===== config.mk =====
export PLATFORM = sky130hd
export DESIGN_NAME = seg7_scan_display
export DESIGN_NICKNAME = d
export VERILOG_FILES = /design/src/rtl/seg7_scan_display.sv
export SDC_FILE = /design/constraint.sdc
export NUM_CORES = 1
export LEC_CHECK = 0
export ABC_CLOCK_PERIOD_IN_PS = 2700
export BUFFER_PORTS_ARGS = -buffer_cell sky130_fd_sc_hd__buf_4
export CAP_MARGIN = 10
export CORE_MARGIN = 10
export CORE_UTILIZATION = 50
export CTS_BUF_LIST = sky130_fd_sc_hd__clkbuf_8
export DETAILED_ROUTE_END_ITERATION = 7
export PLACE_DENSITY_LB_ADDON = 0.05
export SLEW_MARGIN = 30
export SYNTH_ARGS = -nofsm -noshare
export SYNTH_HDL_FRONTEND = slang
export SYNTH_SLANG_ARGS = --single-unit

===== constraint.sdc =====
create_clock -name clk -period 2.7 [get_ports clk]
set_input_delay 0.135 -clock clk [delete_from_list [all_inputs] [get_ports clk]]
set_output_delay 0.135 -clock clk [all_outputs]
set_load 0.01 [all_outputs]

===== src/rtl/seg7_scan_display.sv =====
// seg7_scan_display: sequential double-dabble binary-to-BCD converter driving a
// multiplexed active-low seven-segment display with leading-zero blanking.
module seg7_scan_display #(
  parameter int NUM_DIGITS  = 4,
  parameter int BIN_WIDTH   = 14,
  parameter int REFRESH_DIV = 50000,
  parameter int LZ_BLANK    = 1
) (
  input  logic                  clk,
  input  logic                  rst_n,
  input  logic [BIN_WIDTH-1:0]  bin_value,
  input  logic                  load,
  output logic                  busy,
  output logic                  overflow,
  output logic [7:0]            seg,
  output logic [NUM_DIGITS-1:0] an
);
  localparam int BCDW = 4 * (NUM_DIGITS + 1);
  localparam int IW = NUM_DIGITS > 1 ? $clog2(NUM_DIGITS) : 1;
  localparam int DW = $clog2(REFRESH_DIV);
  localparam int CW = $clog2(BIN_WIDTH + 1);
  localparam logic [31:0] MAX_VAL = 32'(10 ** NUM_DIGITS - 1);

  typedef enum logic [1:0] {IDLE, SHIFT, COMMIT} state_t;

  state_t                    state;
  logic [BIN_WIDTH-1:0]      val, sh;
  logic [BCDW-1:0]           bcd, adj;
  logic [CW-1:0]             cnt;
  logic [4*NUM_DIGITS-1:0]   disp;
  logic [DW-1:0]             div;
  logic [IW-1:0]             idx;
  logic                      ovf, blank;

  function automatic logic [7:0] glyph(input logic [3:0] d);
    case (d)
      4'd0: return 8'h81;
      4'd1: return 8'hCF;
      4'd2: return 8'h92;
      4'd3: return 8'h86;
      4'd4: return 8'hCC;
      4'd5: return 8'hA4;
      4'd6: return 8'hA0;
      4'd7: return 8'h8F;
      4'd8: return 8'h80;
      4'd9: return 8'h84;
      default: return 8'hFF;
    endcase
  endfunction

  for (genvar i = 0; i < NUM_DIGITS + 1; i++) begin : g_adj
    assign adj[4*i +: 4] = bcd[4*i +: 4] >= 4'd5 ? bcd[4*i +: 4] + 4'd3 : bcd[4*i +: 4];
  end

  assign ovf = 32'(val) > MAX_VAL;
  // A digit is a leading zero when it and everything above it is zero.
  assign blank = LZ_BLANK != 0 && idx != '0 && (disp >> {idx, 2'b00}) == '0;

  always_ff @(posedge clk or negedge rst_n) begin
    if (!rst_n) begin
      state    <= IDLE;
      busy     <= 1'b0;
      overflow <= 1'b0;
      disp     <= '0;
      val      <= '0;
      sh       <= '0;
      bcd      <= '0;
      cnt      <= '0;
    end else begin
      case (state)
        IDLE: if (load) begin
          val   <= bin_value;
          sh    <= bin_value;
          bcd   <= '0;
          cnt   <= CW'(BIN_WIDTH);
          busy  <= 1'b1;
          state <= SHIFT;
        end
        SHIFT: begin
          {bcd, sh} <= {adj, sh} << 1;
          cnt       <= cnt - 1'b1;
          if (cnt == CW'(1)) state <= COMMIT;
        end
        COMMIT: begin
          overflow <= ovf;
          disp     <= ovf ? {NUM_DIGITS{4'h9}} : bcd[4*NUM_DIGITS-1:0];
          busy     <= 1'b0;
          state    <= IDLE;
        end
        default: state <= IDLE;
      endcase
    end
  end

  always_ff @(posedge clk or negedge rst_n) begin
    if (!rst_n) begin
      div <= '0;
      idx <= '0;
      an  <= '1;
      seg <= 8'hFF;
    end else begin
      div <= div == DW'(REFRESH_DIV - 1) ? '0 : div + 1'b1;
      if (div == DW'(REFRESH_DIV - 1)) idx <= idx == IW'(NUM_DIGITS - 1) ? '0 : idx + 1'b1;
      an  <= ~(NUM_DIGITS'(1) << idx);
      seg <= blank ? 8'hFF : glyph(disp[{idx, 2'b00} +: 4]);
    end
  end
endmodule


==> results of run 1 <==
[logic make-up (layout without fill, tap and decap cells)]
group                    count (synthesis)  in the layout
flip-flops                              93             93
adder cells (fa/ha/maj)                 20             20
other                                    1              1
XOR/XNOR                                18             18
AND/OR/NAND/NOR                        197            197
buffers and inverters                   44             97
AO/OA/AOI/OAI                           72             72
multiplexers                             8              8
[cell usage after synthesis (4+ instances only)]
| library cell | number | area share, % |
|---|---|---|
| sky130_fd_sc_hd__o21ai_0 | 28 | 3.1 |
| sky130_fd_sc_hd__mux4_2 | 4 | 2.0 |
| sky130_fd_sc_hd__nand2_1 | 108 | 9.1 |
| sky130_fd_sc_hd__nand4_1 | 4 | 0.56 |
| sky130_fd_sc_hd__inv_1 | 25 | 2.1 |
| sky130_fd_sc_hd__nand2b_1 | 5 | 0.70 |
| sky130_fd_sc_hd__o211ai_1 | 4 | 0.67 |
| sky130_fd_sc_hd__nor4_1 | 5 | 0.70 |
| sky130_fd_sc_hd__nand3_1 | 34 | 3.8 |
| sky130_fd_sc_hd__a21oi_1 | 21 | 2.4 |
| sky130_fd_sc_hd__xor2_1 | 8 | 1.6 |
| sky130_fd_sc_hd__dfrtp_1 | 82 | 46 |
| sky130_fd_sc_hd__dfstp_2 | 11 | 6.5 |
| sky130_fd_sc_hd__ha_1 | 20 | 5.6 |
| sky130_fd_sc_hd__xnor2_1 | 10 | 2.0 |
| sky130_fd_sc_hd__nor3_1 | 5 | 0.56 |
| sky130_fd_sc_hd__clkbuf_1 | 14 | 1.2 |
| sky130_fd_sc_hd__nor2_1 | 13 | 1.1 |
[area by class of cell]
cell class              instances  share of cell area (%)
clock buffers                  10                    2.66
clock inverters                 5                    1.16
inverters                      25                    1.82
multi-input cells             316                    37.3
flip-flops and latches         93                    45.3
well taps                     108                    2.62
repair buffers                 57                    9.08
[placed cells by master (no fill, tap or decap), types with 5 or more instances in the layout]
cell,synthesis,routed
sky130_fd_sc_hd__dlygate4sd3_1,0,15
sky130_fd_sc_hd__a21oi_1,21,21
sky130_fd_sc_hd__nand2b_1,5,5
sky130_fd_sc_hd__dfrtp_1,82,82
sky130_fd_sc_hd__nor2_1,13,13
sky130_fd_sc_hd__inv_1,25,25
sky130_fd_sc_hd__nand2_1,108,108
sky130_fd_sc_hd__o21ai_0,28,28
sky130_fd_sc_hd__nor3_1,5,5
sky130_fd_sc_hd__ha_1,20,20
sky130_fd_sc_hd__dfstp_2,11,11
sky130_fd_sc_hd__clkbuf_8,0,10
sky130_fd_sc_hd__nand3_1,34,34
sky130_fd_sc_hd__buf_4,1,41
sky130_fd_sc_hd__xor2_1,8,8
sky130_fd_sc_hd__nor4_1,5,5
sky130_fd_sc_hd__xnor2_1,10,10
[metrics by stage]
step / util, % / cell area [um2] / hold WS, ns / worst slack, ns / cells
after CTS: 59.5 / 5170 / 0.0585 / 0.215 / 614
final: 59.5 / 5170 / 0.0638 / 0.223 / 614
after global placement: 55.5 / 4810 / 0.328 / 0.291 / 584
after floorplan: - / 4460 / -0.161 / 0.223 / 453
after global routing: 59.5 / 5170 / 0.0999 / 0.0835 / 614
after detailed placement: 55.5 / 4820 / 0.255 / 0.226 / 584
[flip-flops by register name (all words and copies together) (netlist names), 4 cells and up]
signal and cells:
bcd 16, disp 16, div 16, sh 14, val 10, seg 7, an 4, cnt 4
[power by group through the flow]
stage          Combinational (mW)  Clock [mW]  Sequential (mW)
2_1_floorplan                1.11           0             2.12
3_3_place_gp                 1.49           0             2.17
3_5_place_dp                 1.52           0             2.19
4_1_cts                      1.55       0.959             2.17
5_1_grt                      1.77        1.01             2.23
6_report                     1.52       0.927             2.17
[critical path: cells and delay by family (launching register included)]
kind,cells,cell delay (ns)
buffers and inverters,1,0.13
muxes,1,0.54
and+or+nand+nor,1,0.58
AOI/OAI and AO/OA,2,0.57
DFF,1,0.42
adders and majority gates,1,0.19
[worst max path at each step]
stage                         to  slack, ns  startpoint  depth (start not counted)
after global placement    seg[2]       0.29      idx[0]                          6
after global routing      seg[2]       0.08      idx[0]                          6
final                     seg[2]       0.22      idx[0]                          6
after floorplan           seg[2]       0.22      idx[0]                          7
after detailed placement  seg[2]       0.23      idx[0]                          6
after CTS                 seg[2]       0.21      idx[0]                          6
[what timing repair did]
action | CTS | global route
gates resized for setup | 0 | 0
hold buffers | 15 | 0
endpoints found under the setup margin | 0 | 0
hold endpoints to repair | 96 | 0
[layer usage]
metal / part of all wire, % / vias up
met5: 0 / -
met4: 1.3 / 0
met3: 2.8 / 11
met2: 49 / 38
met1: 47 / 1599
li1: - / 1637
==> impl_metrics.tcl, run 1 <==
set metrics [dict create \
    run_status "complete, no violations" \
    synth.net_count 490 \
    worst_hold_path_cells 3 \
    synth_top_family_by_area "simple AND/OR/NAND/NOR gates" \
    cts_tree "done" \
    grt_use_total_pct 14.1 \
    dp_hpwl_mm 6.06 \
    clock-sinks 93 \
    grt_met3_usage_pct 2.52 \
    power_density_nw_per_um2 893 \
    detail_route.wl_per_cell_um 14.4 \
    placement_rows 34 \
    synth.lib_cells_used.distinct 53 \
    detailedRoute.firstIterationViolations 168 \
    clk_transition_reported_paths_ns 0.09 \
    core_area_um2 8680 \
    start_util_pct 51.4 \
    ir_worst_vdd_v 0.000445 \
    num-fill-cells 750 \
    grt_antenna_before_repair 0 \
    synth.avg_cell_area_um2 9.84 \
    post_route_cells_drive_above_1_share_pct 17.0 \
    timing.reg2reg.worst_path_depth 6 \
    timing.clock.skew_ns 0.0124 \
    drtPass1Iterations 4 \
    fin_nets 539 \
    routed-via-count 3285 \
    die_width_um 114 \
    kind_of_critical_path "register to register" \
    setup_viol 0 \
    critical_path.reg2reg.startpoint "idx[0]" \
    synthesis.instances 453 \
    routed_wl_mm 8.87 \
    busiest_layer "met2" \
    yosys.area_share.adder_pct 5.61 \
    first_global_vias 3319 \
    max_slew_margin_pct 47.1 \
    yosys-mux-area-fraction_pct 3.00 \
    cell_internal_pwr_mw 2.99 \
    power_switching_mw 1.62 \
    syn2layout_area_growth_pct 15.9 \
    synth-seq-cells 93 \
    design.portCount 31 \
    report.final.slew_viol_count 0 \
    finalSetupTns_ns 0 \
    htree_levels 3 \
    antenna_left 0 \
    max_slew.worst_pin.slew_ns 0.793 \
    drv.max_cap_violation_count 0 \
    worstReg2RegEnd "seg[2]" \
    postSynth.asyncResetShare_pct 100 \
    insertion_delay_ns 0.35 \
    synth.cell_area_um2 4460 \
    io_buffer_count 29 \
    synth_enable_flop_cells 0 \
    globalRouteOverflowTotal 0 \
    met2_usage_pct 23.2 \
    synth_area_in_compound_gates_pct 9.83 \
    cpPeakStageDelay_ns 0.58 \
    simple_gate_fraction_of_synth_area_pct 21.2 \
    yosys_warnings 0 \
    finalCriticalPeriod_ns 2.48 \
    total_leakage_power_nw 2.41 \
    min_delay_worst_endpoint "busy" \
    fp.dieArea_um2 13100 \
    gp_congestion 0.832 \
    num_antenna_cells 0 \
    area_of_all_sequential_standard_cells_um2 2340 \
    synth-main-ff-cell "sky130_fd_sc_hd__dfrtp_1" \
    critical-path-slowest-cell "sky130_fd_sc_hd__or4b_2" \
    worst_ep_required_time_ns 3.00 \
    pwr-share-seq_pct 47.0 \
    timing.fmax_mhz 404 \
    grt_max_degree 87 \
    setup.worst_path.end_class "register" \
    power_frac_clock_pct 20.1 \
    power.share.switching_pct 35.2 \
    total_power_mw 4.61 \
    tritoncts.num_buffers 9 \
    rsz0062_at_grt "false" \
    crit_path_max_fanout 7 \
    timing.critical_path.from_type "register" \
    cell_chain_of_the_critical_path "mux4_2 > inv_1 > ha_1 > or4b_2 > a211o_1 > a21bo_2" \
    power_frac_comb_pct 32.9 \
    hold_violations 0 \
    synth_seq_area_share_pct 52.5 \
    layout_worst_path_cycle_share_pct 91.7 \
    setup_slack_reg_to_reg_ns 0.22 \
    cell_at_the_root_of_the_clock_tree "sky130_fd_sc_hd__clkbuf_8" \
    multi_input_logic_area_um2 1930 \
    post-cts-setup-buffers 0 \
    global_route.usage.met1_pct 18.4 \
    dieHeight_um 114 \
    clockBufferDepth 2 \
    arrival_ns 2.77 \
    detail_route.vias_per_cell 5.35 \
    grt_first_pass_wirelength_mm 15.4 \
    synth-xor-area-share_pct 3.54 \
    min-delay-start "load" \
    drc 0 \
    worstHoldPathType "input pin to register" \
]
Power figures use the tool's default switching activity.
==> run 2: changes to the inputs <==
--- a/config.mk
+++ b/config.mk
@@ -7,3 +7,3 @@
 export LEC_CHECK = 0
-export ABC_CLOCK_PERIOD_IN_PS = 2700
+export ABC_CLOCK_PERIOD_IN_PS = 2850
 export BUFFER_PORTS_ARGS = -buffer_cell sky130_fd_sc_hd__buf_4
@@ -14,2 +14,3 @@
 export DETAILED_ROUTE_END_ITERATION = 7
+export GPL_ROUTABILITY_DRIVEN = 0
 export PLACE_DENSITY_LB_ADDON = 0.05
==> constraint.sdc (replaced) <==
create_clock -name clk -period 2.85 [get_ports clk]
set_input_delay 0.1425 -clock clk [delete_from_list [all_inputs] [get_ports clk]]
set_output_delay 0.1425 -clock clk [all_outputs]
set_load 0.1 [all_outputs]
==> impl_metrics.tcl, run 2 (same netlist as run 1, synthesis figures left out) <==
set metrics [dict create \
    run_status "complete, no violations" \
    finalSetupTns_ns 0 \
    setup_viol 0 \
    rsz0062_at_grt "false" \
    htree_levels 3 \
    first_global_vias 3355 \
    core_area_um2 8680 \
    clock-sinks 93 \
    biggestRegsByFlops "bcd (16), disp (16), div (16)" \
    clk_transition_reported_paths_ns 0.09 \
    num_antenna_cells 0 \
    syn2layout_area_growth_pct 14.1 \
    ir_worst_vdd_v 0.000406 \
    worst_ep_required_time_ns 3.15 \
    kind_of_critical_path "register to register" \
    worstReg2RegEnd "seg[2]" \
    layout_worst_path_cycle_share_pct 90.3 \
    io_buffer_count 29 \
    drtPass1Iterations 6 \
    grt_use_total_pct 14.7 \
    clockBufferDepth 2 \
    setup_slack_reg_to_reg_ns 0.28 \
    timing.reg2reg.worst_path_depth 6 \
    grt_antenna_before_repair 0 \
    dp_hpwl_mm 6.17 \
    critical_path.n_buffers_inverters 1 \
    crit_path_max_fanout 7 \
    tritoncts.num_buffers 9 \
    detail_route.wl_per_cell_um 15.0 \
    fin_util_pct 58.6 \
    report.final.slew_viol_count 0 \
    insertion_delay_ns 0.35 \
    worst_hold_path_cells 3 \
    global_route.usage.met1_pct 18.6 \
    drv.max_cap_violation_count 0 \
    cpPeakStageDelay_ns 0.60 \
    fp.dieArea_um2 13100 \
    grt_first_pass_wirelength_mm 15.9 \
    grt_max_degree 48 \
    grt_met3_usage_pct 3.14 \
    die_width_um 114 \
    setup.worst_path.end_class "register" \
    worstHoldPathType "input pin to register" \
    cts_tree "done" \
    critical-path-slowest-cell "sky130_fd_sc_hd__mux4_2" \
    busiest_layer "met2" \
    layout_common_cells "108 x sky130_fd_sc_hd__nand2_1, 82 x sky130_fd_sc_hd__dfrtp_1, 37 x sky130_fd_sc_hd__buf_4" \
    postCtsResizedCells 0 \
    max_slew.worst_pin.slew_ns 0.803 \
    finalCriticalPeriod_ns 2.57 \
    fin_nets 532 \
    multi_input_logic_area_um2 1930 \
    dieHeight_um 114 \
    min_delay_worst_endpoint "val[13]" \
    area_of_all_sequential_standard_cells_um2 2340 \
    antenna_left 0 \
    design.portCount 31 \
    total_leakage_power_nw 2.37 \
    max_slew_margin_pct 46.3 \
    routed_wl_mm 9.10 \
    critical_path.top_delay_family "multiplexers" \
    cell_at_the_root_of_the_clock_tree "sky130_fd_sc_hd__clkbuf_8" \
    arrival_ns 2.88 \
    num-fill-cells 761 \
    drc 0 \
    placement_rows 34 \
    power_density_nw_per_um2 893 \
    cell_chain_of_the_critical_path "mux4_2 > inv_1 > ha_1 > or4b_2 > a211o_1 > a21bo_2" \
    met2_usage_pct 24.3 \
    hold_violations 0 \
    detail_route.vias_per_cell 5.42 \
    timing.clock.skew_ns 0.0122 \
    start_util_pct 51.4 \
    timing.critical_path.from_type "register" \
    post_route_cells_drive_above_1_share_pct 16.0 \
    timing.fmax_mhz 388 \
    globalRouteOverflowTotal 0 \
    critical_path.reg2reg.startpoint "idx[0]" \
    routed-via-count 3293 \
    detailedRoute.firstIterationViolations 166 \
    min-delay-start "bin_value[13]" \
    layout_commonest_cell "sky130_fd_sc_hd__nand2_1" \
]
run 2: final cells by class:
class	count	share of cell area (%)
Timing Repair Buffer	50	8.21
Clock buffer	10	2.71
Sequential cell	93	46.0
Tap cell	108	2.66
Multi-Input combinational cell	316	37.9
Inverter	25	1.84
Clock inverter	6	0.639
run 2: metal layers:
metal | wire (um) | vias up | part of all wire [%]
met4 | 139 | 0 | 1.5
li1 | - | 1619 | -
met5 | 0 | - | 0
met1 | 4310 | 1608 | 47
met3 | 370 | 13 | 4.1
met2 | 4290 | 53 | 47
run 2: how the worst max path moves through the flow:
stage           start     end  slack [ns]  cells after the start
2_1_floorplan  idx[0]  seg[2]        0.37                      7
3_3_place_gp   idx[0]  seg[2]        0.37                      6
3_5_place_dp   idx[0]  seg[2]        0.32                      6
4_1_cts        idx[0]  seg[2]        0.30                      6
5_1_grt        idx[0]  seg[2]        0.17                      6
6_report       idx[0]  seg[2]        0.28                      6
run 2: what timing repair did:
action,CTS,global route
hold endpoints to repair,48,0
hold buffers,12,0
buffers inserted,0,0
run 2: per-stage QoR:
step | hold slack [ns] | cell area, um2 | power, mW | instances | worst slack (ns)
3_5_place_dp | 0.202 | 4800 | 3.78 | 580 | 0.322
6_report | 0.0168 | 5090 | 4.54 | 608 | 0.275
3_3_place_gp | 0.199 | 4800 | 3.73 | 580 | 0.375
5_1_grt | 0.0155 | 5090 | 4.92 | 608 | 0.170
2_1_floorplan | -0.153 | 4460 | 3.36 | 453 | 0.373
4_1_cts | 0.00217 | 5090 | 4.59 | 608 | 0.295
run 2: power breakdown:
group | leakage (nW) | switching (mW) | internal [mW]
logic | 1.11 | 1.07 | 0.636
registers | 1.17 | 0.313 | 1.75
clock network | 0.0961 | 0.443 | 0.332
total | 2.37 | 1.82 | 2.72
run 2: worst min-delay path, stage by stage:
cell and delay, ns:
sky130_fd_sc_hd__buf_4 0.09, sky130_fd_sc_hd__nand2_1 0.05, sky130_fd_sc_hd__nand2_1 0.05
